`src/rtl/uart_rx_fifo_if.sv`:
```
// Device-bus port bundle for the UART receiver slot.
interface uart_rx_fifo_if;
  logic        device_req_i;
  logic [31:0] device_addr_i;
  logic        device_we_i;
  logic [3:0]  device_be_i;
  logic [31:0] device_wdata_i;
  logic        device_rvalid_o;
  logic [31:0] device_rdata_o;

  modport master (
    output device_req_i, device_addr_i, device_we_i, device_be_i, device_wdata_i,
    input  device_rvalid_o, device_rdata_o
  );

  modport slave (
    input  device_req_i, device_addr_i, device_we_i, device_be_i, device_wdata_i,
    output device_rvalid_o, device_rdata_o
  );
endinterface

```
`src/rtl/uart_rx_fifo.sv`:
```
// 8N1 UART receiver with RX FIFO, status/control registers and a level
// data-available interrupt, attached to the system device bus.
module uart_rx_fifo #(
  parameter int unsigned ClockFrequency = 50_000_000,
  parameter int unsigned BaudRate       = 115200,
  parameter int unsigned FifoDepth      = 8
) (
  input  logic           clk_sys_i,
  input  logic           rst_sys_ni,
  uart_rx_fifo_if.slave  dev,
  input  logic           uart_rx_i,
  output logic           irq_o
);
  localparam int unsigned ClksPerBit = ClockFrequency / BaudRate;
  localparam int unsigned CntW       = $clog2(ClksPerBit + 1);
  localparam int unsigned PtrW       = $clog2(FifoDepth);
  localparam int unsigned LvlW       = PtrW + 1;
  localparam logic [CntW-1:0] BitLoad  = CntW'(ClksPerBit - 1);
  localparam logic [CntW-1:0] HalfLoad = CntW'(ClksPerBit / 2 - 1);

  typedef enum logic [1:0] {IDLE, START, DATA, STOP} state_e;

  state_e          r_state;
  logic [CntW-1:0] r_cnt;
  logic [2:0]      r_bit;
  logic [7:0]      r_shift;
  logic            r_rx_meta, r_rx_s, r_rx_prev;
  logic [7:0]      r_mem [FifoDepth];
  logic [LvlW-1:0] r_wptr, r_rptr;
  logic            r_ovf, r_ferr, r_irq_en, r_irq;
  logic            r_rvalid;
  logic [31:0]     r_rdata;

  logic [LvlW-1:0] w_level;
  logic            w_empty, w_full;
  logic            w_frame_done, w_push, w_ferr_set, w_pop, w_push_ok, w_ovf_set;
  logic            w_rd, w_wr;
  logic [1:0]      w_sel;
  logic [31:0]     w_status;
  logic            w_unused_bits;

  assign w_level      = r_wptr - r_rptr;
  assign w_empty      = (w_level == '0);
  assign w_full       = (w_level == LvlW'(FifoDepth));
  assign w_sel        = dev.device_addr_i[3:2];
  assign w_rd         = dev.device_req_i & ~dev.device_we_i;
  assign w_wr         = dev.device_req_i & dev.device_we_i & dev.device_be_i[0];
  assign w_frame_done = (r_state == STOP) && (r_cnt == '0);
  assign w_push       = w_frame_done & r_rx_s;
  assign w_ferr_set   = w_frame_done & ~r_rx_s;
  assign w_pop        = w_rd & (w_sel == 2'd0) & ~w_empty;
  // A full FIFO still accepts a byte when the head leaves in the same cycle.
  assign w_push_ok    = w_push & (~w_full | w_pop);
  assign w_ovf_set    = w_push & w_full & ~w_pop;

  always_comb begin
    w_status       = '0;
    w_status[0]    = w_empty;
    w_status[1]    = w_full;
    w_status[2]    = r_ovf;
    w_status[3]    = r_ferr;
    w_status[14:8] = 7'(w_level);
  end

  assign w_unused_bits = ^{dev.device_addr_i[31:4], dev.device_addr_i[1:0],
                           dev.device_be_i[3:1], dev.device_wdata_i[31:4],
                           dev.device_wdata_i[1]};

  // Synchroniser and frame deserialiser.
  always_ff @(posedge clk_sys_i or negedge rst_sys_ni) begin
    if (!rst_sys_ni) begin
      r_rx_meta <= 1'b1;
      r_rx_s    <= 1'b1;
      r_rx_prev <= 1'b1;
      r_state   <= IDLE;
      r_cnt     <= '0;
      r_bit     <= '0;
      r_shift   <= '0;
    end else begin
      r_rx_meta <= uart_rx_i;
      r_rx_s    <= r_rx_meta;
      r_rx_prev <= r_rx_s;
      case (r_state)
        IDLE: begin
          if (r_rx_prev && !r_rx_s) begin
            r_cnt   <= HalfLoad;
            r_state <= START;
          end
        end
        START: begin
          if (r_cnt != '0) begin
            r_cnt <= r_cnt - 1'b1;
          end else if (r_rx_s) begin
            r_state <= IDLE;
          end else begin
            r_cnt   <= BitLoad;
            r_bit   <= '0;
            r_state <= DATA;
          end
        end
        DATA: begin
          if (r_cnt != '0) begin
            r_cnt <= r_cnt - 1'b1;
          end else begin
            r_shift <= {r_rx_s, r_shift[7:1]};
            r_cnt   <= BitLoad;
            if (r_bit == 3'd7) r_state <= STOP;
            else               r_bit   <= r_bit + 1'b1;
          end
        end
        STOP: begin
          if (r_cnt != '0) r_cnt   <= r_cnt - 1'b1;
          else             r_state <= IDLE;
        end
        default: r_state <= IDLE;
      endcase
    end
  end

  always_ff @(posedge clk_sys_i) begin
    if (w_push_ok) r_mem[r_wptr[PtrW-1:0]] <= r_shift;
  end

  // FIFO pointers, sticky flags, control and bus response.
  always_ff @(posedge clk_sys_i or negedge rst_sys_ni) begin
    if (!rst_sys_ni) begin
      r_wptr   <= '0;
      r_rptr   <= '0;
      r_ovf    <= 1'b0;
      r_ferr   <= 1'b0;
      r_irq_en <= 1'b0;
      r_irq    <= 1'b0;
      r_rvalid <= 1'b0;
      r_rdata  <= '0;
    end else begin
      if (w_push_ok) r_wptr <= r_wptr + 1'b1;
      if (w_pop)     r_rptr <= r_rptr + 1'b1;
      r_ovf  <= (r_ovf  & ~(w_wr && w_sel == 2'd1 && dev.device_wdata_i[2])) | w_ovf_set;
      r_ferr <= (r_ferr & ~(w_wr && w_sel == 2'd1 && dev.device_wdata_i[3])) | w_ferr_set;
      if (w_wr && w_sel == 2'd2) r_irq_en <= dev.device_wdata_i[0];
      r_irq    <= r_irq_en & ~w_empty;
      r_rvalid <= dev.device_req_i;
      r_rdata  <= '0;
      if (w_rd) begin
        case (w_sel)
          2'd0:    r_rdata <= w_empty ? 32'd0 : {24'd0, r_mem[r_rptr[PtrW-1:0]]};
          2'd1:    r_rdata <= w_status;
          2'd2:    r_rdata <= {31'd0, r_irq_en};
          default: r_rdata <= '0;
        endcase
      end
    end
  end

  assign dev.device_rvalid_o = r_rvalid;
  assign dev.device_rdata_o  = r_rdata;
  assign irq_o               = r_irq;
endmodule

```
`src/flat_wrapper.sv`:
```
// flat-port wrapper written by rule: the top's interface ports become plain ports
module uart_rx_fifo_flat 
#(
  parameter int unsigned ClockFrequency = 50_000_000,
  parameter int unsigned BaudRate       = 115200,
  parameter int unsigned FifoDepth      = 8
)
  (clk_sys_i, rst_sys_ni, uart_rx_i, irq_o, dev_device_req_i, dev_device_addr_i, dev_device_we_i, dev_device_be_i, dev_device_wdata_i, dev_device_rvalid_o, dev_device_rdata_o);
  uart_rx_fifo_if dev_i ();
  input  logic clk_sys_i;
  input  logic rst_sys_ni;
  input  logic uart_rx_i;
  output logic irq_o;
  input wire logic [$bits(dev_i.device_req_i)-1:0] dev_device_req_i;
  input wire logic [$bits(dev_i.device_addr_i)-1:0] dev_device_addr_i;
  input wire logic [$bits(dev_i.device_we_i)-1:0] dev_device_we_i;
  input wire logic [$bits(dev_i.device_be_i)-1:0] dev_device_be_i;
  input wire logic [$bits(dev_i.device_wdata_i)-1:0] dev_device_wdata_i;
  output wire logic [$bits(dev_i.device_rvalid_o)-1:0] dev_device_rvalid_o;
  output wire logic [$bits(dev_i.device_rdata_o)-1:0] dev_device_rdata_o;
  assign dev_i.device_req_i = dev_device_req_i;
  assign dev_i.device_addr_i = dev_device_addr_i;
  assign dev_i.device_we_i = dev_device_we_i;
  assign dev_i.device_be_i = dev_device_be_i;
  assign dev_i.device_wdata_i = dev_device_wdata_i;
  assign dev_device_rvalid_o = dev_i.device_rvalid_o;
  assign dev_device_rdata_o = dev_i.device_rdata_o;
  uart_rx_fifo #(.ClockFrequency(ClockFrequency), .BaudRate(BaudRate), .FifoDepth(FifoDepth)) u_core (.clk_sys_i(clk_sys_i), .rst_sys_ni(rst_sys_ni), .dev(dev_i), .uart_rx_i(uart_rx_i), .irq_o(irq_o));
endmodule
```
`config.mk`:
```
export PLATFORM = sky130hd
export DESIGN_NAME = uart_rx_fifo_flat
export DESIGN_NICKNAME = d
export VERILOG_FILES = /design/src/rtl/uart_rx_fifo_if.sv /design/src/rtl/uart_rx_fifo.sv /design/src/flat_wrapper.sv
export SDC_FILE = /design/constraint.sdc
export NUM_CORES = 1
export LEC_CHECK = 0
export ABC_CLOCK_PERIOD_IN_PS = 5300
export CORE_MARGIN = 1.5
export CORE_UTILIZATION = 38
export CTS_BUF_LIST = sky130_fd_sc_hd__clkbuf_8 sky130_fd_sc_hd__clkbuf_16
export DETAILED_ROUTE_END_ITERATION = 8
export SLEW_MARGIN = 20
export SYNTH_ARGS = -nofsm -noshare
export SYNTH_HDL_FRONTEND = slang
export SYNTH_SLANG_ARGS = --single-unit
```
`constraint.sdc`:
```
create_clock -name clk_sys_i -period 5.3 [get_ports clk_sys_i]
set_clock_uncertainty 0.1 [all_clocks]
set_input_delay 0.795 -clock clk_sys_i [delete_from_list [all_inputs] [get_ports clk_sys_i]]
set_output_delay 0.795 -clock clk_sys_i [all_outputs]
set_load 0.05 [all_outputs]
```
**Yosys cells after proc, flatten, opt, wreduce, memory -nomap -nowiden**

Memories as Yosys holds them, arrays and structs flattened.
Cells that the tools add are included.
Widths: inputs -> output; s select.

- Bitwise gates (word level): 24
- Equality and inequality tests: 16
- Add/sub/neg operators: 5
- Reductions and logical operators: 17
- Multiplexer cells: 23

Operator list:

| cell | count |
|---|---|
| $pmux 32 s3 | 1 |
| $mux 9 | 5 |
| $pmux 9 s4 | 1 |
| $mux 32 | 1 |
| $and 1x1->1 | 13 |
| $mux 2 | 6 |
| $mux 3 | 4 |
| $ne 2x2->1 const B | 6 |
| $reduce_and 5->1 | 2 |
| $logic_not 9->1 | 1 |
| $reduce_bool 9->1 | 1 |
| $sub 9x1->9 const B | 1 |
| $add 4x1->4 const B | 2 |
| $mux 8 | 1 |
| $not 1->1 | 8 |
| $pmux 2 s4 | 1 |
| $eq 2x2->1 const B | 3 |
| $logic_and 1x1->1 | 6 |
| $pmux 3 s2 | 1 |
| $eq 2x1->1 const B | 2 |
| $eq 4x4->1 const B | 1 |
| $logic_not 2->1 | 2 |
| $logic_not 4->1 | 1 |
| $ne 2x1->1 const B | 2 |
| 10 further kinds | 13 |

- Memories: 1
- Bits in registers: 70
- Memory bits (writable): 64
- Logic and storage cells: 101
- Output and inout bits: 34

Memories:

| memory | words | width | rd ports | clocked after Yosys merged registers in | write ports | RTL line | RTL |
|---|---|---|---|---|---|---|---|
| u_core.r_mem | 8 | 8 | 1 | 0 | 1 | uart_rx_fifo.sv:28 | `logic [7:0] r_mem [FifoDepth];` |

**Longest topological paths before layout**

Gate-level depths: netlist of run 1.

- Word-level depth: 8
- Gate-level depth with buffers: 8

**Least setup slack after synthesis of run 1**

No wires, ideal clock.

- Path type: register to register
- Start point: register u_core.r_cnt[2]
- End point: memory u_core.r_mem[0][0] (enable)
- Setup slack: 2.022 ns
- Arrival: 2.783 ns
- Cell stages (with the launch flop): 7
- Buffers on the path: 1
- Period minus slack after synthesis: 3.278 ns
- Library setup time: 0.395 ns
- Required time: 4.805 ns
- Cells stage by stage: dfrtp_1 -> or4_4 -> or4_4 -> buf_2 -> nor2_1 -> o31ai_1 -> nor4_1

- Longest elaborated chain between the ends: 6

RTL lines:

| item | RTL line | RTL |
|---|---|---|
| from (decl) | uart_rx_fifo.sv:24 | `logic [CntW-1:0] r_cnt;` |
| from (signal assigned) | uart_rx_fifo.sv:86 | `r_cnt <= HalfLoad;` |
| from (signal assigned) | uart_rx_fifo.sv:92 | `r_cnt <= r_cnt - 1'b1;` |
| from (signal assigned) | uart_rx_fifo.sv:96 | `r_cnt <= BitLoad;` |
| $logic_not 9->1 | uart_rx_fifo.sv:48 | `assign w_frame_done = (r_state == STOP) && (r_cnt == '0);` |
| $logic_and 1x1->1 | uart_rx_fifo.sv:48 |  |
| $and 1x1->1 | uart_rx_fifo.sv:49 | `assign w_push = w_frame_done & r_rx_s;` |
| $and 1x1->1 | uart_rx_fifo.sv:53 | `assign w_push_ok = w_push & (~w_full \| w_pop);` |
| $mux 1 | uart_rx_fifo.sv:121 | `if (w_push_ok) r_mem[r_wptr[PtrW-1:0]] <= r_shift;` |
| $mux 1 (not written as such) | uart_rx_fifo.sv:121 |  |
| to (decl) | uart_rx_fifo.sv:28 |  |

Every way passes these cells.

**Worst setup path after layout of run 1**

- Start point: register u_core.r_rptr[2]
- End point: memory u_core.r_mem[4][1] (enable)

- Longest elaborated chain between the ends: 8
- Elaborated cells between the ends (all ways): 10

RTL lines:

| item | RTL line | RTL |
|---|---|---|
| from (decl) | uart_rx_fifo.sv:29 | `logic [LvlW-1:0] r_wptr, r_rptr;` |
| from (signal assigned) | uart_rx_fifo.sv:137 | `if (w_pop) r_rptr <= r_rptr + 1'b1;` |
| $sub 4x4->4 (*) | uart_rx_fifo.sv:42 | `assign w_level = r_wptr - r_rptr;` |
| $logic_not 4->1 | uart_rx_fifo.sv:43 | `assign w_empty = (w_level == '0);` |
| $not 1->1 | uart_rx_fifo.sv:51 | `assign w_pop = w_rd & (w_sel == 2'd0) & ~w_empty;` |
| $and 1x1->1 | uart_rx_fifo.sv:51 |  |
| $or 1x1->1 (*) | uart_rx_fifo.sv:53 |  |
| $and 1x1->1 (*) | uart_rx_fifo.sv:53 |  |
| $mux 1 (*) | uart_rx_fifo.sv:121 |  |
| $mux 1 (not written as such) (*) | uart_rx_fifo.sv:121 |  |

Every way passes the cells marked *; elsewhere a longest branch is shown, timed or not.

==> impl_metrics.toml, run 1 <==
[yosys]
syn_area_per_cell_um2 = 14.3
async_flop_share_pct = 43.9
seq_area_frac_synth_pct = 62.1
synth-seq-cells = 114
ys.flop_type = "edfxtp_1"
synth_edf_count = 64
synth_cell_types = 67
ys_warn_count = 0
syn_inst = 358
synthesis.area_mm2 = 0.00511

[setup_path]
worst-r2r-cell-count = 6
cp-start-kind = "register"
end_kind = "register"
cp.required_ns = 5.24
r2r-start = "u_core.r_rptr[2]$_DFFE_PN0P_"
cp_max_fo = 9
r2r_setup_slack_ns = 1.91
crit_arrival_ns = 3.33
critical_path_class = "reg -> reg"
r2r-end = "u_core.r_mem[4][1]$_DFFE_PP_"

[clock_network]
postCtsResizedCells = 0
hold_buffers = 0
cts_tree = "done"
cts_sinks = 114
post_cts_buffers = 0
clkSlewWorstSetupHoldPaths_ns = 0.05
insertion_delay_ns = 0.41
clock_path_buffers = 2
cts_inserted_buffers = 17
cts-htree-levels = 4
cts-root-buf = "clkbuf_16"

[detailed_routing]
num_vias = 2991
via_per_inst = 5.09
ant_nets = 0
drc = 0
drt_iter0_markers = 234
wirelength_mm = 9.75
dr.pass1.iters = 4
wl_per_cell_um = 16.6

[floorplan]
chipHeight_um = 119
design.die.area_mm2 = 0.0142
start_util_pct = 38.8
die_w_um = 119
core-area_mm2 = 0.0132
pin_count = 107
rows = 42

[pwr]
clkPwrFrac_pct = 35.6
sequentialPowerShare_pct = 34.2
p_int_w = 0.00222
power_frac_comb_pct = 30.2
power.switching_w = 0.00104
leakage_nw = 2.41
switching_share_pct = 31.9
ir_drop_mv = 0.250
powerDensity_mw_per_mm2 = 532

[min_path]
holdPathEnd = "u_core.r_rx_s$_DFF_PN1_"
holdPathStages = 0
hp-start = "u_core.r_rx_meta$_DFF_PN1_"
hold_path_class = "reg -> reg"

[finish]
layout.nets = 487
antenna_cells = 0
layout.cells.non_filler = 588
synthToLayoutAreaGrowth_pct = 20.0
layout_commonest_cell = "edfxtp_1"
layout_common_cells = "edfxtp_1, dfrtp_1, nand2_1"
drive_above_1_share_pct = 15.8

[sta]
fmax_mhz = 295
setup_viol = 0
setup_ws_ns = 1.91
drv_slew = 0
hold_viol = 0
relSlewSlack_pct = 36.1
post-route-period-util_pct = 63.9
tightest_slew_ns = 0.953
rsz0062_at_grt = "no"
setup_tns_ns = 0
fin_crit_ns = 3.39

[place]
dp_cells = 557
gp_congestion = 0.798
io_buffers = 24
hpwl_mm = 6.14
dp_slack_ns = 1.70

[global_routing]
grt_pass1_vias = 2938
grt_pass1_wl_mm = 15.7
globalRouteOverflowTotal = 0
grt_max_degree = 51
grt_usage_pct = 14.9
antenna_found_initial = 0

[status]
outcome = "completed"

[run]
drv_cap = 0
## power groups by stage
stage          Sequential, W  Combinational [W]  Clock, W
6_report             0.00112           0.000986   0.00116
5_1_grt              0.00113            0.00108   0.00123
4_1_cts              0.00112           0.000994   0.00119
3_5_place_dp         0.00113           0.000992         0
3_3_place_gp         0.00113           0.000977         0
2_1_floorplan        0.00114           0.000757         0
## final cells by class
| class | count | area (µm²) |
|---|---|---|
| tap | 176 | 220 |
| timing repair buffer | 32 | 295 |
| clock buffer | 18 | 439 |
| clock inverter | 13 | 173 |
| fill | 1136 | 7060 |
| sequential | 114 | 3180 |
| multi-input combinational | 220 | 1770 |
| inverter | 15 | 56.3 |
## per-stage QoR
| stage | hold slack (ns) | total power, W | utilization, % | instance area, µm² |
|---|---|---|---|---|
| 2_1_floorplan | 0.245 | 0.00190 | - | 5180 |
| 3_3_place_gp | 0.253 | 0.00211 | 41.9 | 5520 |
| 6_report | 0.259 | 0.00327 | 46.5 | 6130 |
| 4_1_cts | 0.263 | 0.00330 | 46.5 | 6130 |
| 5_1_grt | 0.265 | 0.00344 | 46.5 | 6130 |
| 3_5_place_dp | 0.255 | 0.00212 | 41.9 | 5520 |
## logic make-up after synthesis
family,count (synthesis),synth area share (%)
other cells,1,0.0734
flops,114,62.1
xor+xnor,8,1.52
fa+ha+maj,14,3.57
buf+inv,43,4.67
compound gates,65,9.55
mux,31,9.96
simple gates,82,8.52
## routing by layer
| metal | GRT usage [%] | routed length (µm) | share of wire [%] | up-vias |
|---|---|---|---|---|
| met5 | 0 | 0 | 0 | - |
| met4 | 6.25 | 131 | 1.3 | 0 |
| met3 | 4.45 | 467 | 4.8 | 12 |
| met2 | 23.3 | 4730 | 48 | 82 |
| met1 | 19.4 | 4420 | 45 | 1490 |
| li1 | - | - | - | 1407 |
## synthesized netlist by cell type (3+ instances only)
library cell	number	area, µm²
edfxtp_1	64	1920
dfrtp_1	47	1180
nand2_1	28	105
buf_4	20	150
nor2_1	18	67.6
a21oi_1	17	85.1
mux4_2	15	338
inv_1	14	52.6
ha_1	13	163
mux2_1	7	78.8
mux2i_1	7	70.1
nand3_1	6	30.0
nor4_1	5	31.3
o21ai_1	5	25.0
xnor2_1	5	43.8
a21o_1	4	30.0
clkbuf_1	4	15.0
a22o_1	3	26.3
a22oi_1	3	22.5
dfstp_2	3	78.8
nand2b_1	3	18.8
o21ai_0	3	15.0
o31ai_1	3	22.5
or3_1	3	18.8
## flip-flops by register name (all words and copies together) (netlist names), 3 cells and up, named ones only
name,flops
u_core.dev.device_rdata_o,12
u_core.r_bit,3
u_core.r_cnt,9
u_core.r_mem,64
u_core.r_rptr,4
u_core.r_shift,8
u_core.r_wptr,4
## worst max-delay path by stage
stage / from / end / depth (start not counted)
2_1_floorplan: u_core.r_cnt[2]$_DFFE_PN0P_ / u_core.r_mem[0][0]$_DFFE_PP_ / 6
5_1_grt: u_core.r_rptr[2]$_DFFE_PN0P_ / u_core.r_mem[4][0]$_DFFE_PP_ / 6
3_5_place_dp: dev_device_addr_i[3] / u_core.r_mem[4][5]$_DFFE_PP_ / 6
3_3_place_gp: dev_device_addr_i[3] / u_core.r_mem[4][5]$_DFFE_PP_ / 6
4_1_cts: u_core.r_rptr[2]$_DFFE_PN0P_ / u_core.r_mem[4][0]$_DFFE_PP_ / 6
6_report: u_core.r_rptr[2]$_DFFE_PN0P_ / u_core.r_mem[4][1]$_DFFE_PP_ / 6
## critical path, stage by stage (launching register included)
cell	delay [ns]
dfrtp_1	0.58
inv_2	0.22
ha_1	0.40
and3b_1	0.19
or3_1	0.46
a311oi_4	0.43
and4_1	0.63
Power figures use the tool's default switching activity.
==> run 2, diff against run 1 <==
--- a/config.mk
+++ b/config.mk
@@ -5,7 +5,7 @@
 export SDC_FILE = /design/constraint.sdc
 export NUM_CORES = 1
 export LEC_CHECK = 0
-export ABC_CLOCK_PERIOD_IN_PS = 5300
+export ABC_CLOCK_PERIOD_IN_PS = 3150
 export CORE_MARGIN = 1.5
 export CORE_UTILIZATION = 38
 export CTS_BUF_LIST = sky130_fd_sc_hd__clkbuf_8 sky130_fd_sc_hd__clkbuf_16
==> constraint.sdc (replaced) <==
create_clock -name clk_sys_i -period 3.15 [get_ports clk_sys_i]
set_clock_uncertainty 0.1 [all_clocks]
set_input_delay 0.4725 -clock clk_sys_i [delete_from_list [all_inputs] [get_ports clk_sys_i]]
set_output_delay 0.4725 -clock clk_sys_i [all_outputs]
set_load 0.05 [all_outputs]
==> impl_metrics.toml, run 2 (synthesis gave the netlist of run 1 again) <==
[status]
outcome = "completed"

[floorplan]
pin_count = 107
chipHeight_um = 119
rows = 42
design.die.area_mm2 = 0.0142
start_util_pct = 38.8
core-area_mm2 = 0.0132
die_w_um = 119

[clock_network]
cts_tree = "done"
clock_path_buffers = 2
post_cts_buffers = 0
cts_inserted_buffers = 17
insertion_delay_ns = 0.41
cts_sinks = 114
cts-root-buf = "clkbuf_16"
cts-htree-levels = 4
clkSlewWorstSetupHoldPaths_ns = 0.06

[detailed_routing]
num_vias = 3066
ant_nets = 0
wl_per_cell_um = 16.7
drc = 0
wirelength_mm = 10.1
via_per_inst = 5.08
dr.pass1.iters = 4
drt_iter0_markers = 232

[pwr]
clkPwrFrac_pct = 34.7
sequentialPowerShare_pct = 34.5
power.switching_w = 0.00184
powerDensity_mw_per_mm2 = 877
p_int_w = 0.00363
leakage_nw = 2.45
power_frac_comb_pct = 30.9
switching_share_pct = 33.6
ir_drop_mv = 0.490

[global_routing]
globalRouteOverflowTotal = 0
grt_usage_pct = 15.4
grt_pass1_vias = 3029
grt_max_degree = 36
grt_pass1_wl_mm = 16.3
antenna_found_initial = 0

[min_path]
hp-start = "u_core.r_rx_meta$_DFF_PN1_"
holdPathEnd = "u_core.r_rx_s$_DFF_PN1_"
holdPathStages = 0
hold_path_class = "reg -> reg"

[sta]
tightest_slew_ns = 0.570
relSlewSlack_pct = 61.6
hold_viol = 0
fmax_mhz = 344
rsz0062_at_grt = "no"
fin_crit_ns = 2.91
setup_tns_ns = 0
setup_viol = 0
post-route-period-util_pct = 92.3
drv_slew = 0

[setup_path]
crit_path_top_delay_cell = "dfrtp_1"
r2r-end = "u_core.r_mem[6][3]$_DFFE_PP_"
cp_max_fo = 6
critical_path_class = "reg -> reg"
cp.required_ns = 3.17
crit_arrival_ns = 2.92
r2r_setup_slack_ns = 0.24
end_kind = "register"
cp-start-kind = "register"
crit_chain = "inv_1, ha_1, fa_1, xor2_1, and4b_1, a311oi_4, and4_1, buf_4"
worst-r2r-cell-count = 8
cp_slowest_stage_delay_ns = 0.43
r2r-start = "u_core.r_wptr[0]$_DFFE_PN0P_"

[place]
hpwl_mm = 6.63
gp_congestion = 0.799
io_buffers = 24
dp_cells = 570

[finish]
layout_commonest_cell = "edfxtp_1"
antenna_cells = 0
drive_above_1_share_pct = 19.2
synthToLayoutAreaGrowth_pct = 21.9
fin_util_pct = 47.2
layout.nets = 501
layout.cells.non_filler = 603
layout_common_cells = "edfxtp_1, dfrtp_1, nand2_1"
largest_reg_flops = 64

[run]
drv_cap = 0
==> run 2: changes by cell type in the layout (fill, tap and decap cells not counted), sizes merged <==
cell,before,now
buf,9,22
bufinv,4,2
clkinvlp,1,3
clkinv,2,3
dlygate4sd3,0,1
==> run 2: cell type report <==
class / instances / area (µm²)
Fill cell: 1129 / 6960
Tap cell: 176 / 220
Timing Repair Buffer: 46 / 415
Clock inverter: 14 / 151
Sequential cell: 114 / 3180
Clock buffer: 18 / 439
Inverter: 15 / 56.3
Multi-Input combinational cell: 220 / 1770
==> run 2: worst max-delay path, delay by kind of cell, from the launching register on <==
| kind | cells | cell delay [ns] |
|---|---|---|
| and+or+nand+nor | 2 | 0.56 |
| buffers and inverters | 2 | 0.34 |
| DFF | 1 | 0.43 |
| AOI/OAI and AO/OA | 1 | 0.36 |
| xor gates and xnor gates | 1 | 0.19 |
| adders and majority gates | 2 | 0.63 |
==> run 2: power groups by stage <==
stage	registers, W	clock network, W	logic, W
3_5_place_dp	0.00191	0	0.00168
6_report	0.00188	0.00189	0.00169
2_1_floorplan	0.00192	0	0.00127
5_1_grt	0.00191	0.00200	0.00186
4_1_cts	0.00188	0.00193	0.00169
3_3_place_gp	0.00190	0	0.00166
==> run 2: stage by stage <==
step	instance area (µm²)	setup slack (ns)	total power [W]	hold slack, ns
2_1_floorplan	5180	-0.128	0.00319	0.0769
3_3_place_gp	5630	0.146	0.00357	0.250
3_5_place_dp	5630	0.187	0.00359	0.251
4_1_cts	6230	0.163	0.00551	0.259
5_1_grt	6230	0.0679	0.00577	0.271
6_report	6230	0.244	0.00547	0.256
==> run 2: repair_timing <==
| item | CTS | global route |
|---|---|---|
| endpoints found under the setup margin | 0 | 40 |
| gates resized for setup | 0 | 1 |
| hold endpoints to repair | 12 | 0 |
| hold buffers | 1 | 0 |
==> run 2: worst max path at each step <==
stage | start | end | slack (ns) | cells past startpoint
6_report | u_core.r_wptr[0]$_DFFE_PN0P_ | u_core.r_mem[6][3]$_DFFE_PP_ | 0.24 | 8
5_1_grt | u_core.r_wptr[0]$_DFFE_PN0P_ | u_core.r_mem[6][2]$_DFFE_PP_ | 0.07 | 8
4_1_cts | u_core.r_wptr[0]$_DFFE_PN0P_ | u_core.r_mem[5][0]$_DFFE_PP_ | 0.16 | 8
3_5_place_dp | u_core.r_wptr[0]$_DFFE_PN0P_ | u_core.r_mem[5][4]$_DFFE_PP_ | 0.19 | 8
3_3_place_gp | dev_device_req_i | u_core.r_mem[6][3]$_DFFE_PP_ | 0.15 | 6
2_1_floorplan | u_core.r_cnt[2]$_DFFE_PN0P_ | u_core.r_mem[0][0]$_DFFE_PP_ | -0.13 | 6
==> run 2: layer usage <==
layer | GRT usage [%] | up-vias | part of all wire (%)
met5 | 0 | - | 0
li1 | - | 1439 | -
met4 | 7.91 | 0 | 2.7
met2 | 23.6 | 74 | 46
met3 | 3.45 | 22 | 3.1
met1 | 20.5 | 1531 | 48
